$ cat src/rtl/instr_fetch_pkg.sv
// Shared types and constants for the instruction fetch unit.
package instr_fetch_pkg;

   localparam int unsigned INSTR_W = 32;
   localparam int unsigned ADDR_W  = 32;

   localparam logic [INSTR_W-1:0] NOP_INSTR        = 32'h0000_0000;
   localparam logic [ADDR_W-1:0]  DEFAULT_RESET_PC = 32'h0000_0000;

   typedef enum logic [0:0] {
      BOOT,
      RUN
   } fetch_state_e;

   typedef enum logic [1:0] {
      SEL_HOLD,
      SEL_INC,
      SEL_REDIRECT
   } pc_sel_e;

   // Byte address forced onto a word boundary.
   function automatic logic [ADDR_W-1:0] word_align(input logic [ADDR_W-1:0] addr);
      return {addr[ADDR_W-1:2], 2'b00};
   endfunction

endpackage

$ cat src/rtl/pc_next.sv
// Next-PC selection: hold, sequential +4 (modular), or word-aligned redirect target.
module pc_next
   import instr_fetch_pkg::*;
(
   input  logic [ADDR_W-1:0] pc,
   input  logic              advance,
   input  logic              redirect_valid,
   input  logic [ADDR_W-1:0] redirect_pc,
   output logic [ADDR_W-1:0] next_pc
);

   pc_sel_e sel;

   always_comb begin
      sel = SEL_HOLD;
      if (redirect_valid) begin
         sel = SEL_REDIRECT;
      end else if (advance) begin
         sel = SEL_INC;
      end
   end

   always_comb begin
      next_pc = pc;
      unique case (sel)
         SEL_HOLD:     next_pc = pc;
         SEL_INC:      next_pc = pc + 32'd4;
         SEL_REDIRECT: next_pc = word_align(redirect_pc);
         default:      next_pc = pc;
      endcase
   end

endmodule

$ cat src/rtl/instr_fetch.sv
// Instruction fetch: owns the PC, one-entry fetch register with valid/ready to decode.
// Optional MIPS branch delay slot capture enabled by FETCH_DELAY_SLOT_EN.
module instr_fetch
   import instr_fetch_pkg::*;
#(
   parameter logic [ADDR_W-1:0] RESET_PC = DEFAULT_RESET_PC
) (
   input  logic               clk,
   input  logic               rst_n,
   output logic [ADDR_W-1:0]  imem_addr,
   input  logic [INSTR_W-1:0] imem_instr,
   output logic               if_valid,
   output logic [INSTR_W-1:0] if_instr,
   output logic [ADDR_W-1:0]  if_pc,
   input  logic               id_ready,
   input  logic               redirect_valid,
   input  logic [ADDR_W-1:0]  redirect_pc
);

   fetch_state_e       state_q;
   logic [ADDR_W-1:0]  pc_q;
   logic [ADDR_W-1:0]  next_pc;
   logic               if_valid_q;
   logic [INSTR_W-1:0] if_instr_q;
   logic [ADDR_W-1:0]  if_pc_q;
   logic               load;
   logic               capture;

   assign load = (state_q == RUN) && (!if_valid_q || id_ready);

`ifdef FETCH_DELAY_SLOT_EN
   // The delay-slot instruction is taken on a redirect even if decode is stalled.
   assign capture = (state_q == RUN) && (load || redirect_valid);
`else
   assign capture = load && !redirect_valid;
`endif

   pc_next u_pc_next (
      .pc             (pc_q),
      .advance        (load),
      .redirect_valid (redirect_valid),
      .redirect_pc    (redirect_pc),
      .next_pc        (next_pc)
   );

   always_ff @(posedge clk) begin
      if (!rst_n) begin
         state_q    <= BOOT;
         pc_q       <= RESET_PC;
         if_valid_q <= 1'b0;
         if_instr_q <= NOP_INSTR;
         if_pc_q    <= RESET_PC;
      end else begin
         pc_q <= next_pc;
         case (state_q)
            BOOT: begin
               state_q <= RUN;
            end
            RUN: begin
               if (capture) begin
                  if_valid_q <= 1'b1;
                  if_instr_q <= imem_instr;
                  if_pc_q    <= pc_q;
               end else if (redirect_valid) begin
                  if_valid_q <= 1'b0;
               end
            end
            default: begin
               state_q <= BOOT;
            end
         endcase
      end
   end

   assign imem_addr = {2'b00, pc_q[ADDR_W-1:2]};
   assign if_valid  = if_valid_q;
   assign if_instr  = if_instr_q;
   assign if_pc     = if_pc_q;

endmodule

$ cat config.mk
export PLATFORM = sky130hd
export DESIGN_NAME = instr_fetch
export DESIGN_NICKNAME = d
export VERILOG_FILES = /design/src/rtl/instr_fetch_pkg.sv /design/src/rtl/pc_next.sv /design/src/rtl/instr_fetch.sv
export SDC_FILE = /design/constraint.sdc
export NUM_CORES = 1
export LEC_CHECK = 0
export BUFFER_PORTS_ARGS = -buffer_cell sky130_fd_sc_hd__buf_2
export CAP_MARGIN = 25
export CORE_MARGIN = 5
export CORE_UTILIZATION = 45
export CTS_CLUSTER_DIAMETER = 200
export DETAILED_ROUTE_END_ITERATION = 10
export PLACE_DENSITY_LB_ADDON = 0.2
export SYNTH_ARGS = -nofsm -noshare
export SYNTH_HDL_FRONTEND = slang
export SYNTH_SLANG_ARGS = --single-unit
$ cat constraint.sdc
create_clock -name clk -period 3.75 [get_ports clk]
set_input_delay 0.1875 -clock clk [delete_from_list [all_inputs] [get_ports clk]]
set_output_delay 0.1875 -clock clk [all_outputs]
set_load 0.05 [all_outputs]
==> impl_metrics.py, run 1 <==
metrics = {
    "outcome": {
        "status": "finished clean",
    },
    "global_route": {
        "grt_pass1_wl_um": 19730,
        "first_global_vias": 4091,
        "track_usage": 0.2141,
        "grt_max_degree": 56,
        "grt_overflow": 0,
        "antenna_found_initial": 0,
    },
    "clock_network": {
        "cts-resized-gates": 0,
        "cts_setup_buffers": 0,
        "path_clk_slew_ns": 0.10,
        "hold_buffers": 0,
        "cts_tree": "built",
        "root_buffer": "clkbuf_8",
        "clockBufferDepth": 2,
        "htree_levels": 3,
        "clock-sinks": 94,
        "clk_latency_ns": 0.36,
        "cts_buffers": 9,
    },
    "sta": {
        "fmax_mhz": 486.4,
        "layout_setup_ws_ns": 1.694,
        "finalCritPeriodShare": 0.5483,
        "slew_viol_final": 0,
        "hold_viol_final": 0,
        "finalClockSkew_ns": 0.01763,
        "rsz0062_at_grt": "false",
        "tns_ns": 0,
        "finalSetupViolations": 0,
        "tightest_slew_ns": 0.7941,
        "layout_min_cycle_time_ns": 2.056,
        "relSlewSlack": 0.4698,
    },
    "synthesis": {
        "synth_edf_count": 0,
        "synthFlopType": "dfxtp_1",
        "yosys.area_share.xor_xnor": 0.01264,
        "yosys.area_share.simple": 0.3008,
        "synth_top_family_by_area": "simple AND/OR/NAND/NOR gates",
        "synth.distinct_cells": 39,
        "ys_ff_latch": 94,
        "netlist_area_um2": 4159,
        "yosys_warnings": 0,
        "synth_mux_area_frac": 0,
        "syn_avg_cell_area_um2": 7.730,
        "syn_inst": 538,
        "synth_compound_area_frac": 0.1787,
        "ys_seq_area_frac": 0.4525,
        "ys_async_sr_fraction": 0,
        "synth_fa_ha_area_frac": 0.003008,
    },
    "pwr": {
        "p_sw_uw": 738.8,
        "ir_drop_mv": 0.1873,
        "p_clk_frac": 0.312,
        "combPwrFrac": 0.189,
        "intPower_uw": 1473,
        "seqPwrFrac": 0.499,
        "p_per_area_nw_per_um2": 429.5,
        "p_sw_frac": 0.3339,
        "p_leak_uw": 0.002181,
    },
    "job": {
        "max-cap-violations": 0,
    },
    "min_path": {
        "hold_path.class": "in2reg",
        "hold_end": "if_instr[10]$_SDFFE_PN0P_",
        "min-delay-start": "imem_instr[10]",
        "whs_path_depth": 3,
    },
    "drt": {
        "vias": 4331,
        "postRouteAntennaNets": 0,
        "drc_errors": 0,
        "dr.first_iter.drc_count": 275,
        "dr.pass1.iters": 4,
        "wl_um": 12110,
        "wl_per_cell_um": 15.40,
        "routed_via_density": 5.510,
    },
    "final_layout": {
        "multiInputGateArea_um2": 2085,
        "final_nets": 739,
        "drive_gt1_frac": 0.2741,
        "final_common_cell": "buf_2",
        "final_area_um2": 5151,
        "regArea_um2": 1882,
        "layout_common_cells": "buf_2 (158), nand2_1 (142), dfxtp_1 (94), a21oi_1 (64), nand3_1 (20)",
        "fillers": 903,
        "antennaDiodeCount": 0,
        "area_growth_syn_to_layout_pct": 23.86,
    },
    "setup_path": {
        "crit_type": "reg2reg",
        "crit_required_ns": 4.01,
        "startpoint_type": "flip-flop",
        "cp_num_buf_inv": 0,
        "worst-path-max-fanout": 18,
        "worst_ep_arrival_time_ns": 2.32,
        "crit_path_cell_trace": "nand2b_1 > nand3_2 > or4_1 > o2111a_1",
        "cpMaxStageDelayCell": "or4_1",
        "crit_family": "simple AND/OR/NAND/NOR gates",
        "reg2reg_to": "pc_q[19]$_SDFFE_PN0P_",
        "reg2regPathDepth": 4,
        "slowest_delay_ns": 0.61,
        "cp-end-kind": "flip-flop",
        "regToRegStartpoint": "if_valid$_SDFFE_PN0P_",
        "worst-r2r-setup-slack_ns": 1.69,
    },
    "placed_design": {
        "gp_congestion": 0.8284,
        "postPlaceCellArea_um2": 4949,
        "port_buffers": 158,
        "dp_worst_setup_slack_ns": 1.727,
        "place_hpwl_um": 8602,
    },
    "floorplanning": {
        "ios": 165,
        "chipHeight_um": 106.1,
        "coreArea_um2": 9109,
        "start_util": 0.4566,
        "die-area_um2": 11260,
        "rows": 35,
        "die_w_um": 106.1,
    },
}
cell usage after synthesis (8+ instances only):
master,count,share of area
o21ai_0,19,0.023
o31ai_1,10,0.018
nand3_1,21,0.025
nor4_1,9,0.014
nand2_1,142,0.13
nor2_1,16,0.014
and3_1,12,0.018
dfxtp_1,94,0.45
clkbuf_1,33,0.030
a21oi_1,64,0.077
a211oi_1,8,0.014
nand4_1,18,0.027
stage by stage:
stage / util / hold WS, ns / total power [uW] / cells
4_1_cts: 0.5655 / 0.02635 / 2246 / 786
6_report: 0.5655 / 0.05018 / 2212 / 786
5_1_grt: 0.5655 / 0.02192 / 2322 / 786
2_1_floorplan: - / 0.2152 / 1424 / 541
3_3_place_gp: 0.5433 / 0.4275 / 1538 / 770
3_5_place_dp: 0.5433 / 0.4332 / 1548 / 770
power by group through the flow:
stage / Combinational, uW / Clock, uW / Sequential, uW
5_1_grt: 450 / 759 / 1110
3_5_place_dp: 421 / 0 / 1130
6_report: 419 / 690 / 1100
4_1_cts: 423 / 721 / 1100
3_3_place_gp: 416 / 0 / 1120
2_1_floorplan: 136 / 0 / 1290
tightest hold or removal path, delay by kind of cell:
| family | cells | cell delay (ns) |
|---|---|---|
| AO/OA/AOI/OAI | 1 | 0.05 |
| AND/OR/NAND/NOR | 1 | 0.04 |
| buffers and inverters | 1 | 0.09 |
registers in the layout, indices dropped and copies added (netlist names):
| signal | count |
|---|---|
| if_instr | 32 |
| pc_q | 30 |
| if_valid | 1 |
| if_pc | 30 |
| state_q | 1 |
worst max path at each step:
stage,start,endpoint,slack [ns],depth (start not counted)
after global placement,id_ready,pc_q[19]$_SDFFE_PN0P_,1.75,5
after global routing,if_valid$_SDFFE_PN0P_,pc_q[19]$_SDFFE_PN0P_,1.55,4
after floorplan,pc_q[2]$_SDFFE_PN0P_,pc_q[16]$_SDFFE_PN0P_,1.64,6
after CTS,if_valid$_SDFFE_PN0P_,pc_q[19]$_SDFFE_PN0P_,1.72,4
final,if_valid$_SDFFE_PN0P_,pc_q[19]$_SDFFE_PN0P_,1.69,4
after detailed placement,if_valid$_SDFFE_PN0P_,pc_q[19]$_SDFFE_PN0P_,1.73,4
cell families after synthesis:
family          count (synthesis)
fa+ha+maj                       1
simple gates                  263
other cells                     1
buf+inv                        49
compound gates                124
flops                          94
xor+xnor                        6
cell type report:
class / instances / area share
sequential: 94 / 0.3653
clock buffer: 9 / 0.02405
clock inverter: 7 / 0.01530
inverter: 4 / 0.002915
tap: 111 / 0.02696
multi-input combinational: 398 / 0.4047
timing repair buffer: 163 / 0.1608
routing by layer:
| metal | up-vias | GRT usage | share of wire |
|---|---|---|---|
| met4 | 0 | 0.1008 | 0.028 |
| met5 | - | 0 | 0 |
| met3 | 24 | 0.04432 | 0.066 |
| li1 | 2160 | - | - |
| met2 | 161 | 0.3466 | 0.47 |
| met1 | 1986 | 0.2727 | 0.43 |
Power figures use the tool's default switching activity.
==> run 2, diff against run 1 <==
Clock period 3.75 ns to 1.9 ns, I/O delays scaled along.
==> run 2 against run 1 <==
Net effect: sequential cell count is the same; critical path depth grew 1; global-route usage grew 1.7 points; sequential power grew 97%; register-to-register slack lost 1.6 ns; combinational power grew 130%; maximum frequency grew 15%; die area is the same; sequential share of layout area shrank 3.6 points; first-iteration DRC count grew 23%; final cell count grew 7.8%; clock power grew 110%.
==> impl_metrics.py, run 2 (synthesized netlist as in run 1, its figures left out) <==
metrics = {
    "outcome": {
        "status": "finished clean",
    },
    "drt": {
        "postRouteAntennaNets": 0,
        "dr.pass1.iters": 5,
        "wl_per_cell_um": 15.46,
        "wl_um": 13100,
        "routed_via_density": 5.405,
        "dr.first_iter.drc_count": 338,
        "drc_errors": 0,
        "vias": 4578,
    },
    "setup_path": {
        "crit_type": "reg2reg",
        "worst-path-max-fanout": 5,
        "crit_required_ns": 2.17,
        "reg2reg_to": "pc_q[16]$_SDFFE_PN0P_",
        "startpoint_type": "flip-flop",
        "critPathLaunch": "pc_q[2]$_SDFFE_PN0P_",
        "cp-end-kind": "flip-flop",
        "worst_ep_arrival_time_ns": 2.07,
        "worst-r2r-setup-slack_ns": 0.11,
        "regToRegStartpoint": "pc_q[2]$_SDFFE_PN0P_",
        "reg2regPathDepth": 5,
    },
    "pwr": {
        "p_leak_uw": 0.002470,
        "p_per_area_nw_per_um2": 786.8,
        "ir_drop_mv": 0.3749,
    },
    "final_layout": {
        "drive_gt1_frac": 0.2962,
        "largest_register_ffs": 32,
        "final_common_cell": "buf_2",
        "final_nets": 800,
        "layout_common_cells": "buf_2 (158), nand2_1 (142), dfxtp_1 (81), a21oi_1 (64), dlygate4sd3_1 (42)",
        "antennaDiodeCount": 0,
        "area_growth_syn_to_layout_pct": 38.63,
        "final_core_util": 0.6330,
        "final_area_um2": 5766,
    },
    "global_route": {
        "antenna_found_initial": 0,
        "grt_pass1_wl_um": 21220,
        "grt_max_degree": 56,
        "first_global_vias": 4372,
        "track_usage": 0.2316,
        "grt_overflow": 0,
    },
    "clock_network": {
        "cts_tree": "built",
        "root_buffer": "clkbuf_8",
        "clk_latency_ns": 0.37,
        "path_clk_slew_ns": 0.09,
        "clock-sinks": 94,
        "cts_buffers": 9,
        "htree_levels": 3,
        "cts_setup_buffers": 0,
        "clockBufferDepth": 2,
    },
    "placed_design": {
        "place_hpwl_um": 9141,
        "postPlaceCellArea_um2": 5132,
        "port_buffers": 158,
        "gp_congestion": 0.8965,
    },
    "sta": {
        "slew_viol_final": 0,
        "finalClockSkew_ns": 0.01369,
        "fmax_mhz": 557.8,
        "layout_min_cycle_time_ns": 1.793,
        "relSlewSlack": 0.5885,
        "tightest_slew_ns": 0.6125,
        "finalSetupViolations": 0,
        "finalCritPeriodShare": 0.9436,
        "hold_ws_ns": 0.008516,
        "hold_viol_final": 0,
        "rsz0062_at_grt": "false",
    },
    "min_path": {
        "hold_end": "pc_q[18]$_SDFFE_PN0P_",
        "min-delay-start": "redirect_pc[18]",
        "hold_path.class": "in2reg",
        "whs_path_depth": 3,
    },
    "floorplanning": {
        "ios": 165,
        "die_w_um": 106.1,
        "die-area_um2": 11260,
        "coreArea_um2": 9109,
        "rows": 35,
        "start_util": 0.4566,
        "chipHeight_um": 106.1,
    },
    "job": {
        "max-cap-violations": 0,
    },
}
[run 2: cell count changes in the layout (fill, tap and decap cells not counted), sizes merged]
cell         delta
buf            +19
inv             +1
dlygate4sd3    +42
clkinv          +1
clkinvlp        -2
[run 2: cell type report]
type                            instances  area (um^2)
Fill cell                             840         3343
Multi-Input combinational cell        398         2086
Sequential cell                        94         1898
Timing Repair Buffer                  224         1416
Tap cell                              111        138.9
Clock buffer                            9        123.9
Clock inverter                          7        87.58
Inverter                                4        15.01
[run 2: critical path, cell delays in order, from the launching register on]
cell      delay (ns)
dfxtp_2         0.38
ha_1            0.19
and4_2          0.31
nand2_2         0.09
or4_1           0.47
a311oi_1        0.27
[run 2: how the worst max path moves through the flow]
stage,endpoint,slack [ns],cells past startpoint
final,pc_q[16]$_SDFFE_PN0P_,0.11,5
after floorplan,pc_q[19]$_SDFFE_PN0P_,-0.01,5
after global placement,pc_q[16]$_SDFFE_PN0P_,0.13,5
after detailed placement,pc_q[16]$_SDFFE_PN0P_,0.13,5
after CTS,pc_q[16]$_SDFFE_PN0P_,0.11,5
after global routing,pc_q[16]$_SDFFE_PN0P_,0.005,5
[run 2: repair_timing]
action	4_1_cts	5_1_grt
hold buffers	42	0
endpoints found under the hold margin	42	0
resized for setup	0	1
endpoints found under the setup margin	0	5
[run 2: layer usage]
layer	up-vias	share of wire	track usage	routed length (um)
met5	-	0	0	0
met4	0	0.024	0.08696	309
met3	25	0.063	0.04372	822
met2	165	0.48	0.3914	6309
met1	2109	0.43	0.2927	5655
li1	2279	-	-	-
[run 2: stage by stage]
stage / setup slack [ns] / setup TNS (ns) / cells / total power, uW
CTS: 0.1077 / 0 / 847 / 4569
global placement: 0.1295 / 0 / 789 / 3069
finish: 0.1072 / 0 / 847 / 4536
global route: 0.004877 / 0 / 847 / 4737
floorplan: -0.01165 / -0.01822 / 541 / 2815
detailed placement: 0.1329 / 0 / 789 / 3087
[run 2: report_power, final]
group / total (uW) / internal [uW] / switching, uW / leakage [uW]
logic: 945 / 296 / 650 / 0.00159
clock network: 1420 / 641 / 782 / 0.000108
registers: 2170 / 2070 / 92.6 / 0.000774
total: 4540 / 3010 / 1520 / 0.00247
